===== src/rtl/bsg_link_ddr_rr_pick.sv =====
// rtl/bsg_link_ddr_rr_pick.sv - round-robin search for the first valid requester at or after ptr
module bsg_link_ddr_rr_pick #(
  parameter int num_in_p   = 4,
  parameter int id_width_p = 2
) (
  input  logic [num_in_p-1:0]   v,
  input  logic [id_width_p-1:0] ptr,
  output logic                  found,
  output logic [id_width_p-1:0] idx
);

  logic [id_width_p-1:0] cand;

  // Walk from the farthest candidate back to ptr so the nearest valid one is written last and wins.
  always_comb begin
    found = 1'b0;
    idx   = ptr;
    cand  = '0;
    for (int k = num_in_p - 1; k >= 0; k--) begin
      cand = id_width_p'((32'(ptr) + 32'(k)) % 32'(num_in_p));
      if (v[cand]) begin
        found = 1'b1;
        idx   = cand;
      end
    end
  end

endmodule


===== src/rtl/bsg_link_ddr_core_arbiter.sv =====
// rtl/bsg_link_ddr_core_arbiter.sv - packet-locked round-robin arbiter that stamps source id into headers
module bsg_link_ddr_core_arbiter #(
  parameter int width_p     = 16,
  parameter int num_in_p    = 4,
  parameter int len_width_p = 4,
  localparam int id_width_lp = (num_in_p > 1) ? $clog2(num_in_p) : 1
) (
  input  logic                               core_clk_i,
  input  logic                               core_link_reset_i,
  input  logic [num_in_p-1:0][width_p-1:0]   core_data_i,
  input  logic [num_in_p-1:0]                core_v_i,
  output logic [num_in_p-1:0]                core_yumi_o,
  output logic [width_p-1:0]                 core_data_o,
  output logic                               core_v_o,
  input  logic                               core_ready_i,
  output logic [id_width_lp-1:0]             core_grant_id_o,
  output logic                               core_busy_o
);

  typedef enum logic [1:0] {IDLE = 2'd0, HEAD = 2'd1, BODY = 2'd2} state_e;

  state_e                 state_r;
  logic [id_width_lp-1:0] rr_ptr_r, lock_id_r, winner, sel;
  logic [len_width_p-1:0] cnt_r, len;
  logic [width_p-1:0]     sel_data;
  logic                   found, sel_v, xfer;

  bsg_link_ddr_rr_pick #(
    .num_in_p  (num_in_p),
    .id_width_p(id_width_lp)
  ) pick (
    .v    (core_v_i),
    .ptr  (rr_ptr_r),
    .found(found),
    .idx  (winner)
  );

  function automatic logic [id_width_lp-1:0] next_id(input logic [id_width_lp-1:0] id);
    return (32'(id) == 32'(num_in_p - 1)) ? '0 : id + 1'b1;
  endfunction

  always_comb begin
    sel      = (state_r == IDLE) ? winner : lock_id_r;
    sel_v    = (state_r == IDLE) ? found : core_v_i[sel];
    sel_data = core_data_i[sel];
    len      = sel_data[len_width_p-1:0];
    xfer     = ~core_link_reset_i & sel_v & core_ready_i;

    core_data_o = sel_data;
    if (state_r != BODY) core_data_o[len_width_p +: id_width_lp] = sel;

    core_v_o        = ~core_link_reset_i & sel_v;
    core_grant_id_o = core_link_reset_i ? '0 : sel;
    core_busy_o     = ~core_link_reset_i & (state_r != IDLE);

    core_yumi_o = '0;
    for (int i = 0; i < num_in_p; i++) core_yumi_o[i] = xfer && (32'(sel) == 32'(i));
  end

  always_ff @(posedge core_clk_i) begin
    if (core_link_reset_i) begin
      state_r   <= IDLE;
      rr_ptr_r  <= '0;
      lock_id_r <= '0;
      cnt_r     <= '0;
    end else begin
      case (state_r)
        IDLE, HEAD: begin
          if (xfer) begin
            if (len == '0) begin
              rr_ptr_r <= next_id(sel);
              state_r  <= IDLE;
            end else begin
              cnt_r     <= len;
              lock_id_r <= sel;
              state_r   <= BODY;
            end
          end else if (state_r == IDLE && found) begin
            // Header stalled by the link: freeze the choice so later requests cannot steal it.
            lock_id_r <= winner;
            state_r   <= HEAD;
          end
        end
        BODY: begin
          if (xfer) begin
            cnt_r <= cnt_r - 1'b1;
            if (cnt_r == len_width_p'(1)) begin
              state_r  <= IDLE;
              rr_ptr_r <= next_id(lock_id_r);
            end
          end
        end
        default: state_r <= IDLE;
      endcase
    end
  end

`ifndef SYNTHESIS
  if (num_in_p < 2) begin : g_bad_num
    $error("num_in_p must be at least 2");
  end
  if (len_width_p + id_width_lp > width_p) begin : g_bad_width
    $error("len_width_p + id_width_lp exceeds width_p");
  end

  always_ff @(posedge core_clk_i) begin
    if (!core_link_reset_i) assert ($onehot0(core_yumi_o)) else $error("core_yumi_o is not one-hot-or-zero");
  end
`endif

endmodule


===== config.mk =====
export PLATFORM = sky130hd
export DESIGN_NAME = bsg_link_ddr_core_arbiter
export DESIGN_NICKNAME = d
export VERILOG_FILES = /design/src/rtl/bsg_link_ddr_rr_pick.sv /design/src/rtl/bsg_link_ddr_core_arbiter.sv
export SDC_FILE = /design/constraint.sdc
export NUM_CORES = 1
export LEC_CHECK = 0
export BUFFER_PORTS_ARGS = -buffer_cell sky130_fd_sc_hd__clkbuf_2
export CAP_MARGIN = 20
export CORE_ASPECT_RATIO = 2
export CORE_MARGIN = 2
export CORE_UTILIZATION = 30
export DETAILED_ROUTE_END_ITERATION = 8
export PLACE_DENSITY_LB_ADDON = 0.08
export SYNTH_ARGS = -nofsm -noshare
export SYNTH_HDL_FRONTEND = slang
export SYNTH_SLANG_ARGS = --single-unit

===== constraint.sdc =====
create_clock -name core_clk_i -period 2.76 [get_ports core_clk_i]
set_input_delay 0.552 -clock core_clk_i [delete_from_list [all_inputs] [get_ports core_clk_i]]
set_output_delay 0.552 -clock core_clk_i [all_outputs]
set_load 0.1 [all_outputs]

==> results of run 1 <==
-- metrics by stage --
step                total power, mW  cells
floorplan                      1.27    234
global placement               1.89    418
detailed placement             1.89    418
CTS                            2.34    443
global route                   2.50    450
finish                         2.40    450
-- synth_stat cells (5+ instances only) --
cell type and count:
nor3_1 5, nor2_1 13, nand2_1 54, inv_1 5, mux2i_1 5, clkbuf_1 11
and2_1 5, and3_1 10, a211oi_1 5, a31oi_1 15, o21ai_0 10, dfxtp_1 10
a21oi_1 12, ha_1 7
-- flip-flops by register name (all words and copies together) (netlist names) --
register / cells
state_r: 2
rr_ptr_r: 2
lock_id_r: 2
cnt_r: 4
-- area by class of cell --
type / count / share of cell area
inverters: 6 / 0.00779
well taps: 60 / 0.0195
clock buffers: 3 / 0.0107
flip-flops and latches: 10 / 0.0523
repair buffers: 170 / 0.419
multi-input cells: 201 / 0.491
-- power groups by stage --
stage	Clock [mW]	Combinational, mW	Sequential, mW
detailed placement	0	1.71	0.177
finish	0.153	2.07	0.175
global placement	0	1.71	0.177
floorplan	0	1.10	0.172
global route	0.159	2.16	0.177
CTS	0.157	2.01	0.175
-- worst reg2reg max path, cell delays in order (launching register included) --
cell,delay [ns]
dfxtp_2,0.39
and2b_2,0.26
a2111oi_4,0.22
o31a_1,0.25
buf_6,0.14
inv_8,0.04
buf_12,0.14
buf_8,0.12
nand2_4,0.05
a32oi_4,0.12
buf_4,0.15
buf_6,0.11
nor3_4,0.15
mux2_4,0.34
a2111oi_4,0.27
-- worst max path at each step --
stage	to	slack (ns)	cells past startpoint
finish	core_data_o[4]	-0.19	12
CTS	core_data_o[8]	-0.20	13
global placement	core_data_o[4]	-0.39	11
detailed placement	core_data_o[4]	-0.46	11
global route	core_data_o[4]	-0.22	12
floorplan	cnt_r[1]$_SDFFE_PP0P_	-0.32	11
-- logic make-up (layout without fill, tap and decap cells) --
kind of cell | Yosys count | after routing | share of synthesized area
compound gates | 72 | 72 | 0.350
fa+ha+maj | 7 | 7 | 0.0526
buf+inv | 23 | 179 | 0.0818
flops | 10 | 10 | 0.120
mux | 7 | 7 | 0.0480
simple gates | 115 | 115 | 0.348
-- routing by layer --
metal | GRT usage | up-vias | wire length [µm]
li1 | - | 1167 | -
met1 | 0.217 | 1167 | 2400
met2 | 0.527 | 112 | 4740
met3 | 0.0247 | 28 | 359
met4 | 0.111 | 0 | 281
met5 | 0 | - | 0
-- repair_timing --
action	in CTS	in global routing
cloned	3	0
pin swaps	28	25
resized for setup	73	35
setup endpoints to repair	29	30
setup buffers	19	9
-- cell usage in the layout, fill, tap and decap left out, types with 3 or more instances in the layout --
cell	synthesis	final
a31oi_1	15	4
a21oi_1	12	8
a211oi_4	0	4
nor2b_1	4	3
buf_12	0	30
dfxtp_1	10	9
ha_1	7	4
nand2_4	1	8
clkbuf_8	0	3
nor2_2	1	4
clkbuf_2	0	68
inv_1	5	4
mux2i_1	5	4
a31oi_4	0	11
and3_4	0	10
o21ai_0	10	9
nand2b_1	3	3
nand2_1	54	34
nor2_4	0	3
a21oi_4	0	3
nor3_1	5	5
and2_4	0	4
buf_8	1	3
buf_6	4	9
nor2_1	13	7
buf_4	0	56
nand2_2	1	14
==> results_dict.tcl, run 1 <==
set metrics [dict create \
    violations "setup timing" \
    status "finished, violations left" \
    ff2ff_path_depth 14 \
    path_common_cell "buf_12" \
    syn_nets 312 \
    intPower_mw 1.15 \
    io_pins 95 \
    leakage_nw 1.68 \
    cts_tree "built" \
    first_pass_iters 4 \
    worst_slack_ns -0.186 \
    clockBufferDepth 2 \
    rsz0062_at_grt "true" \
    fin_tns_setup_ns -2.80 \
    yosysTopAreaCellShare 0.122 \
    multi_input_area_um2 1890 \
    slowest_stage "o31a_1" \
    htreeDepth 1 \
    num_rows 38 \
    path_cells "clkbuf_16 -> and2b_2 -> a2111oi_4 -> o31a_1 -> buf_6 -> inv_8 -> buf_12 -> buf_16 -> nor2_4 -> a31oi_4 -> o22ai_4 -> buf_12" \
    hold_start "cnt_r[2]$_SDFFE_PP0P_" \
    avgSynthCellArea_um2 7.12 \
    min_period_over_period 1.07 \
    coreArea_um2 5370 \
    hpwlAfterDp_um 5400 \
    regToRegEndpoint "cnt_r[1]$_SDFFE_PP0P_" \
    path_clk_slew_ns 0.05 \
    pwr-share-clk 0.064 \
    finalCriticalPeriod_ns 2.95 \
    place.port_buffers 94 \
    crit_arrival_ns 2.39 \
    worst-path-buf-inv 6 \
    yosysUniqueCellTypes 55 \
    fillers 404 \
    worst_hold_slack_ns 0.541 \
    die_y_um 109 \
    cp_max_fo 7 \
    synth-edff-count 0 \
    combinationalPowerShare 0.863 \
    antenna_found_initial 0 \
    wl_per_cell_um 17.3 \
    fmax_ghz 0.339 \
    place_area_um2 3100 \
    seqPwrFrac 0.073 \
    crit_path_max_incr_delay_ns 0.25 \
    yosysWarnings 0 \
    end_kind "output pin" \
    final-seq-area_um2 201 \
    startpoint "core_v_i[0]" \
    timing.final.hold_violations 0 \
    drive_gt1_frac 0.682 \
    ys_seq_area_frac 0.120 \
    fin_skew_ns 0.00128 \
    worstMarginPinSlew_ns 0.537 \
    ys_ff_latch 10 \
    grt_pass1_wl_um 12000 \
    slew_headroom 0.644 \
    grt_pass1_vias 2619 \
    grt-ovfl-total 0 \
    r2r_slack_ns -0.10 \
    cellPowerDensity_nw_per_um2 623 \
    area_delta_synth_final_pct 131 \
    synth_ff_type "dfxtp_1" \
    cts_sinks 10 \
    initial_utilization 0.310 \
    hold_class "reg -> reg" \
    syn_area_um2 1670 \
    final_util 0.717 \
    antenna_cells 0 \
    drt_iter0_markers 67 \
    min_delay_worst_endpoint "cnt_r[2]$_SDFFE_PP0P_" \
    gp_congestion 0.891 \
    ant_nets 0 \
    slew_viol_final 0 \
    switching_share 0.521 \
    cp_top_family "buffers and inverters" \
    routed_wl_um 7780 \
    setup.worst_path.start_class "primary input" \
    async_reset_ff_frac 0 \
    ir_worst_vdd_uv 563 \
    synthTopCellsByArea "nand2_1 (12%), dfxtp_1 (12%), a31oi_1 (5.6%)" \
    postCtsHoldBufs 0 \
    remaining_drc_errors 0 \
    dp_slack_ns -0.458 \
    p_switching_mw 1.25 \
    worstSetupPathType "in -> out" \
    root_buffer "clkbuf_8" \
    setup_viol 25 \
    clk_latency_ns 0.23 \
    die-area_um2 6200 \
    route.vias.total 2474 \
    synth_cells 234 \
    cts_made_buffers 3 \
    cp.required_ns 2.21 \
    fin_nets 470 \
    die_x_um 56.7 \
    grt_max_degree 17 \
    max_cap_violations 0 \
    r2r-start "rr_ptr_r[0]$_SDFFE_PP0P_" \
    final_area_um2 3850 \
    synth_area_leader_cell "nand2_1" \
    holdPathStages 2 \
    grt_usage 0.247 \
    viasPerCell 5.50 \
]
(Power assumes the default switching activity.)
==> inputs of run 2 (changes only) <==
==> constraint.sdc (replaced) <==
create_clock -name core_clk_i -period 2.76 [get_ports core_clk_i]
set_input_delay 0 -clock core_clk_i [delete_from_list [all_inputs] [get_ports core_clk_i]]
set_output_delay 0 -clock core_clk_i [all_outputs]
set_load 0.1 [all_outputs]
==> results_dict.tcl, run 2 (synthesized netlist as in run 1, its figures left out) <==
set metrics [dict create \
    antenna_found_initial 0 \
    path_cells "and2b_1 -> a2111oi_4 -> o31a_1 -> buf_4 -> inv_8 -> a211oi_2 -> o22ai_2 -> nor3_4 -> mux2_4 -> a2111oi_4" \
    first_pass_iters 5 \
    drt_iter0_markers 89 \
    remaining_drc_errors 0 \
    worstMarginPinSlew_ns 0.540 \
    cts_sinks 10 \
    wl_met2_um 3600 \
    fin_nets 420 \
    timing.final.hold_violations 0 \
    grt_pass1_wl_um 10000 \
    top_layer_used "met4" \
    max_cap_violations 0 \
    final_area_um2 2860 \
    setup_viol 0 \
    leakage_nw 1.32 \
    grt_pass1_vias 2200 \
    top_register "cnt_r" \
    final_common_cell "clkbuf_2" \
    drive_gt1_frac 0.499 \
    path_common_cell "a2111oi_4" \
    ff2ff_path_depth 10 \
    r2r-start "rr_ptr_r[0]$_SDFFE_PP0P_" \
    htreeDepth 1 \
    layout_common_cells "clkbuf_2 (72), nand2_1 (52), buf_4 (26)" \
    cp.required_ns 2.92 \
    cp_top_family "compound AO/OA/AOI/OAI gates" \
    fin_skew_ns 0.00800 \
    root_buffer "clkbuf_8" \
    grt_usage 0.206 \
    route.vias.total 2219 \
    routed_wl_um 6250 \
    min_delay_worst_endpoint "rr_ptr_r[0]$_SDFFE_PP0P_" \
    worst_slack_ns 0.176 \
    hold_start "core_link_reset_i" \
    crit_arrival_ns 2.74 \
    met3_length_um 367 \
    hpwlAfterDp_um 5130 \
    min_period_over_period 0.936 \
    fmax_ghz 0.387 \
    die_y_um 109 \
    postCtsHoldBufs 0 \
    io_pins 95 \
    setup.worst_path.start_class "flip-flop" \
    final_util 0.532 \
    die_x_um 56.7 \
    initial_utilization 0.310 \
    place.port_buffers 94 \
    status "complete, no violations" \
    slew_viol_final 0 \
    largest_register_ffs 4 \
    fin_tns_setup_ns 0 \
    clk_latency_ns 0.25 \
    fillers 553 \
    end_kind "flip-flop" \
    dp_slack_ns -0.0324 \
    cp_max_fo 9 \
    ant_nets 0 \
    cellPowerDensity_nw_per_um2 680 \
    grt-ovfl-total 0 \
    viasPerCell 5.53 \
    gp_congestion 0.964 \
    worstSetupPathType "reg -> reg" \
    die-area_um2 6200 \
    holdPathStages 3 \
    finalCriticalPeriod_ns 2.58 \
    slew_headroom 0.642 \
    crit_path_max_incr_delay_ns 0.37 \
    area_delta_synth_final_pct 71.6 \
    coreArea_um2 5370 \
    clockBufferDepth 2 \
    cts_tree "built" \
    grt_max_degree 28 \
    wl_per_cell_um 15.6 \
    totalPowerFinal_mw 1.94 \
    worst-path-buf-inv 2 \
    slowest_stage "dfxtp_2" \
    r2r_slack_ns 0.18 \
    ir_worst_vdd_uv 568 \
    routedLengthMet1_um 2040 \
    hold_class "in -> reg" \
    place_area_um2 2710 \
    cts_made_buffers 3 \
    regToRegEndpoint "cnt_r[1]$_SDFFE_PP0P_" \
    antenna_cells 0 \
    num_rows 38 \
    rsz0062_at_grt "false" \
    path_clk_slew_ns 0.06 \
]
[run 2: cell count changes in the layout (fill, tap and decap cells not counted), sizes merged]
cell,change
clkbuf,+3
buf,-52
[run 2: timing repair]
action / 4_1_cts / 5_1_grt
pin swaps: 1 / 3
resized for setup: 3 / 9
buffers inserted: 1 / 4
endpoints found under the setup margin: 2 / 16
[run 2: tightest hold or removal path, cell delays in order]
cell and delay, ns:
clkbuf_2 0.11, buf_4 0.24, nor3_1 0.08
[run 2: final cells by class]
class                           count  area, µm²  share of cell area
Clock buffer                        4       55.1              0.0192
Inverter                            6       32.5              0.0114
Multi-Input combinational cell    201       1500               0.524
Sequential cell                    10        203              0.0709
Tap cell                           60       75.1              0.0262
Timing Repair Buffer              120        996               0.348
[run 2: per-layer routing]
layer | vias to the layer above | global-route usage
met5 | - | 0
met4 | 0 | 0.0850
met3 | 22 | 0.0247
met2 | 98 | 0.425
met1 | 1025 | 0.195
li1 | 1074 | -
[run 2: report_power, final]
| group | leakage, nW | switching [mW] | internal [mW] |
|---|---|---|---|
| Clock | 0.0288 | 0.0710 | 0.126 |
| Sequential | 0.0827 | 0.0219 | 0.158 |
| Combinational | 1.21 | 0.998 | 0.569 |
[run 2: worst max path at each step]
stage | from | endpoint | depth (start not counted)
after CTS | rr_ptr_r[0]$_SDFFE_PP0P_ | cnt_r[1]$_SDFFE_PP0P_ | 9
after floorplan | rr_ptr_r[1]$_SDFFE_PP0P_ | cnt_r[1]$_SDFFE_PP0P_ | 10
after global routing | rr_ptr_r[0]$_SDFFE_PP0P_ | cnt_r[1]$_SDFFE_PP0P_ | 10
after global placement | rr_ptr_r[0]$_SDFFE_PP0P_ | cnt_r[1]$_SDFFE_PP0P_ | 9
after detailed placement | rr_ptr_r[0]$_SDFFE_PP0P_ | cnt_r[1]$_SDFFE_PP0P_ | 9
final | rr_ptr_r[0]$_SDFFE_PP0P_ | cnt_r[1]$_SDFFE_PP0P_ | 10
[run 2: per-stage QoR]
step                      cells  hold slack (ns)
after global routing        401            0.252
final                       401            0.214
after global placement      392            0.402
after CTS                   397            0.217
after floorplan             234            0.245
after detailed placement    392            0.406
